[config.mk]
export PLATFORM = sky130hd
export DESIGN_NAME = mem_port_arbiter
export DESIGN_NICKNAME = d
export VERILOG_FILES = /design/src/rtl/mem_port_arbiter_pkg.sv /design/src/rtl/mem_port_arbiter.sv
export SDC_FILE = /design/constraint.sdc
export NUM_CORES = 1
export LEC_CHECK = 0
export ABC_CLOCK_PERIOD_IN_PS = 11500
export CAP_MARGIN = 40
export CORE_ASPECT_RATIO = 0.5
export CORE_MARGIN = 1
export CORE_UTILIZATION = 34
export DETAILED_ROUTE_END_ITERATION = 7
export PLACE_DENSITY = 0.69
export SYNTH_ARGS = -nofsm -noshare
export SYNTH_HDL_FRONTEND = slang
export SYNTH_SLANG_ARGS = --single-unit
[constraint.sdc]
create_clock -name clk -period 11.5 [get_ports clk]
set_input_delay 2.3 -clock clk [delete_from_list [all_inputs] [get_ports clk]]
set_output_delay 2.3 -clock clk [all_outputs]
set_load 0.1 [all_outputs]
[src/rtl/mem_port_arbiter_pkg.sv]
// -----------------------------------------------------------------------------
// mem_port_arbiter_pkg
// Shared pipeline definitions for the unified-memory port arbiter:
//   - arb_state_t : arbiter FSM state encoding (IDLE, MEM, RESP)
//   - OWNER_IF / OWNER_D : encoding of the owner output (fetch / data)
//   - sat_inc     : saturating increment used by the starvation counter
// -----------------------------------------------------------------------------
package mem_port_arbiter_pkg;

    typedef enum logic [1:0] {
        IDLE = 2'd0,
        MEM  = 2'd1,
        RESP = 2'd2
    } arb_state_t;

    localparam logic OWNER_IF = 1'b0;
    localparam logic OWNER_D  = 1'b1;

    // Increment cnt by one, but never beyond lim.
    function automatic logic [3:0] sat_inc(input logic [3:0] cnt, input logic [3:0] lim);
        return (cnt >= lim) ? cnt : cnt + 4'd1;
    endfunction

endpackage

[src/rtl/mem_port_arbiter.sv]
// -----------------------------------------------------------------------------
// mem_port_arbiter
// Shares one single-ported unified memory between instruction fetch (IF) and
// the MEM stage (D). Data accesses win arbitration unless fetch has already
// lost STARVE_MAX consecutive times, in which case fetch is forced through.
//
// Every access walks IDLE -> MEM -> RESP -> IDLE, so the minimum req-to-ack
// latency is 3 cycles and back-to-back throughput is one access per 3 cycles.
//
// Ports:
//   clk, rst            clock; asynchronous active-high reset
//   if_req/if_addr      fetch request (held until if_ack) and address
//   if_ack/if_rdata     one-cycle completion pulse and fetched word
//   d_req/d_we/d_addr/d_wdata  data request, store flag, address, store data
//   d_ack/d_rdata       one-cycle completion pulse and load data
//   mem_req/mem_we/mem_addr/mem_wdata  registered memory-side request
//   mem_ack/mem_rdata   memory completion (may come in first MEM cycle), data
//   owner               0 = fetch, 1 = data; current or last grant
//   busy                high while in MEM or RESP
// -----------------------------------------------------------------------------
module mem_port_arbiter
    import mem_port_arbiter_pkg::*;
#(
    parameter int ADDR_W     = 64,
    parameter int DATA_W     = 64,
    parameter int STARVE_MAX = 4
) (
    input  logic              clk,
    input  logic              rst,

    input  logic              if_req,
    input  logic [ADDR_W-1:0] if_addr,
    output logic              if_ack,
    output logic [DATA_W-1:0] if_rdata,

    input  logic              d_req,
    input  logic              d_we,
    input  logic [ADDR_W-1:0] d_addr,
    input  logic [DATA_W-1:0] d_wdata,
    output logic              d_ack,
    output logic [DATA_W-1:0] d_rdata,

    output logic              mem_req,
    output logic              mem_we,
    output logic [ADDR_W-1:0] mem_addr,
    output logic [DATA_W-1:0] mem_wdata,
    input  logic              mem_ack,
    input  logic [DATA_W-1:0] mem_rdata,

    output logic              owner,
    output logic              busy
);

    localparam logic [3:0] STARVE_LIM = 4'(STARVE_MAX);

    arb_state_t state;
    logic [3:0] starve_cnt;
    logic       grant_d;
    logic       grant_if;

    // Arbitration is only evaluated in IDLE; requests seen in MEM/RESP are
    // ignored, which is what keeps an already-acked request from being
    // granted a second time.
    always_comb begin
        // NOTE: every always_comb output gets a default first so no path
        // leaves it unassigned (which would infer a latch).
        grant_d  = 1'b0;
        grant_if = 1'b0;
        if (state == IDLE) begin
            if (d_req && (!if_req || (starve_cnt < STARVE_LIM))) begin
                grant_d = 1'b1;
            end else if (if_req) begin
                grant_if = 1'b1;
            end
        end
    end

    // NOTE: all state here is updated with non-blocking assignments so every
    // register samples the pre-edge values, independent of statement order.
    always_ff @(posedge clk or posedge rst) begin
        if (rst) begin
            // NOTE: datapath registers are reset too, not just control, because
            // every output must read 0 while reset is applied.
            state      <= IDLE;
            starve_cnt <= 4'd0;
            owner      <= OWNER_IF;
            mem_req    <= 1'b0;
            mem_we     <= 1'b0;
            mem_addr   <= '0;
            mem_wdata  <= '0;
            if_rdata   <= '0;
            d_rdata    <= '0;
        end else begin
            case (state)
                IDLE: begin
                    if (grant_d) begin
                        owner     <= OWNER_D;
                        mem_req   <= 1'b1;
                        mem_we    <= d_we;
                        mem_addr  <= d_addr;
                        mem_wdata <= d_wdata;
                        state     <= MEM;
                        // Only a grant that actually made fetch wait counts
                        // towards starvation.
                        if (if_req) begin
                            starve_cnt <= sat_inc(starve_cnt, STARVE_LIM);
                        end
                    end else if (grant_if) begin
                        owner      <= OWNER_IF;
                        mem_req    <= 1'b1;
                        mem_we     <= 1'b0;
                        mem_addr   <= if_addr;
                        mem_wdata  <= '0;
                        starve_cnt <= 4'd0;
                        state      <= MEM;
                    end
                end

                MEM: begin
                    // mem_req/addr/we/wdata stay put until the memory answers.
                    if (mem_ack) begin
                        mem_req <= 1'b0;
                        mem_we  <= 1'b0;
                        // Separate response registers so each requester's
                        // rdata holds its own last value.
                        if (owner == OWNER_D) begin
                            d_rdata <= mem_rdata;
                        end else begin
                            if_rdata <= mem_rdata;
                        end
                        state <= RESP;
                    end
                end

                RESP: begin
                    state <= IDLE;
                end

                default: begin
                    state <= IDLE;
                end
            endcase
        end
    end

    // Decoded straight from state so an async reset kills them immediately.
    assign if_ack = (state == RESP) && (owner == OWNER_IF);
    assign d_ack  = (state == RESP) && (owner == OWNER_D);
    assign busy   = (state != IDLE);

endmodule

==> flow_summary.ini <==
[outcome]
status = finished, final reports clean

[grt]
grt_start_max_net_pins = 163
grt_pass1_wl_mm = 68.63
grt-ovfl-total = 0
antenna_found_initial = 5
grt_pass1_vias = 11284
grt_usage_pct = 27.80

[worst_setup_path]
critical_path.max_fanout = 69
worstPathRequired_ns = 9.20
cp.arrival_ns = 3.36
end_kind = output port
r2r_slack_ns = 8.81
cp-start-kind = flop
critPathKind = flop to output port

[placement]
dp_hpwl_mm = 34.91
place_worst_setup_slack_ns = 6.422
portBuffers = 523
place.gp.congestion = 0.9389

[floorplanning]
die_area_mm2 = 0.03259
num_rows = 45
io_pins = 524
core_area_mm2 = 0.03080
initial_utilization_pct = 35.13
die_w_um = 254.3
dieHeight_um = 128.1

[final_layout]
syn2layout_area_growth_pct = 112.2
layout-drive-gt1-share_pct = 27.44
fin_nets = 1836
final_util_pct = 74.57
n_fill_cell = 1895

[sta]
report.final.slew_viol_count = 0
whs_ns = 0.4939
setup_violations = 0
min_period_ns = 5.663
rsz0062_at_grt = no
setup_tns_ns = 0
fin_crit_sh_pct = 49.25
fin_ws_ns = 5.837
relSlewSlack_pct = 41.01
worst_slew_pin_slew_ns = 0.8848
fin_worst_skew_ns = 0.01578
fmax_ghz = 0.1766
hold_viol = 0

[clock_tree]
htreeDepth = 1
clock_latency_ns = 0.53
post_cts_buffers = 0
cts_made_buffers = 26
cts_buffer_depth = 3
cts_resized = 0
cts_tree = built
cts-root-buf = clkbuf_16
path_clk_slew_ns = 0.06
cts_hold_buf = 0
clock_sinks = 265

[route]
drt_iter0_drc = 735
drt_first_pass_iters = 5
ant_nets = 0
routed_wl_mm = 46.02
avgRoutedWirePerCell_um = 22.81
routed-via-count = 10189
drc = 0
viasPerCell = 5.052

[synth]
synth.distinct_cells = 34
syn_inst = 822
synth_seq_area_share_pct = 61.29
ys.warnings.count = 0
syn_area_per_cell_um2 = 13.16
ys_ff_latch = 265
ys.flop_type = dfrtp_1
synth_edf_count = 0
ys_async_sr_fraction_pct = 100.0
netlist_area_mm2 = 0.01082
syn-num-nets = 1085

[min_path]
hp-class = flop to flop

[job]
cap_violations = 0
==> cell usage in the layout, fill, tap and decap left out, types with 8 or more instances in the layout <==
master             n
a22o_1            64
buf_16           139
buf_4              8
buf_8            125
clkbuf_16         27
clkdlybuf4s50_1  522
dfrtp_1          265
inv_1             64
mux2_1            23
mux2_2           105
o2111ai_1         64
o211ai_1          64
o21ai_0           67
==> synthesized netlist by cell type (2+ instances only) <==
master     count  area share, %
a22o_1        64            5.2
buf_2         13           0.60
o2111ai_1     64            5.2
mux2_2       105             11
clkbuf_1      45            1.6
nand3_1        2          0.093
o211ai_1      64            4.4
o21ai_0       67            3.1
buf_6          6           0.62
o21ai_1        2          0.093
dfrtp_1      265             61
buf_4          6           0.42
inv_1         67            2.3
mux2_1        23            2.4
buf_1          5           0.17
nand2b_1       2           0.12
nand2_1        5           0.17
==> worst max-delay path: stages (launching register included) <==
cell             delay, ns
dfrtp_1               0.47
nor2_4                0.13
buf_4                 0.63
inv_2                 0.47
buf_16                0.30
clkdlybuf4s50_1       0.58
buf_16                0.24
==> metal layers <==
metal,global-route usage (%),vias to the layer above,part of all wire [%]
met5,0,-,0
li1,-,4550,-
met3,3.310,77,3.7
met2,54.51,348,57
met4,8.894,0,3.0
met1,31.19,5214,36
==> worst paths after layout <==
check,startpoint,to,depth (start not counted)
max,state[0]$_DFFE_PP0P_,busy,6
min,d_rdata[29]$_DFFE_PP0P_,d_rdata[29]$_DFFE_PP0P_,1
max reg2reg,state[0]$_DFFE_PP0P_,mem_addr[14]$_DFFE_PP0P_,5
min reg2reg,d_rdata[29]$_DFFE_PP0P_,d_rdata[29]$_DFFE_PP0P_,1
max in group asynchronous,rst,mem_addr[16]$_DFFE_PP0P_,3
min in group asynchronous,rst,if_rdata[36]$_DFFE_PP0P_,2
==> sequential cells by signal, summed over array words and instances, names as in the netlist <==
register    cells
d_rdata        64
if_rdata       64
mem_addr       64
mem_wdata      64
starve_cnt      4
state           2
mem_req         1
mem_we          1
owner           1
==> cell families after synthesis <==
logic type                 count (synthesis)  share of synthesized area [%]
AOI/OAI and AO/OA                        264                          18.27
DFF                                      265                          61.29
and+or+nand+nor                           21                          1.272
buffers and inverters                    143                          5.735
muxes                                    128                          13.32
adders and majority gates                  1                         0.1156
==> final cells by class <==
type / instances / area, µm² / share of cell area, %
antenna: 5 / 12.51 / 0.05448
tap: 423 / 529.3 / 2.305
clock buffer: 36 / 759.5 / 3.307
timing repair buffer: 798 / 11050 / 48.13
sequential: 265 / 6631 / 28.87
multi-input combinational: 414 / 3598 / 15.67
inverter: 68 / 262.8 / 1.144
clock inverter: 8 / 118.9 / 0.5176
==> through the flow <==
stage	cell area (µm²)	cells
3_5_place_dp	22070	1968
5_1_grt	22970	2017
3_3_place_gp	16330	1702
4_1_cts	22950	2012
6_report	22970	2017
2_1_floorplan	10820	822
Power is not shown: default switching activity piles up to over one toggle a cycle in this logic, so the estimate is an artifact.
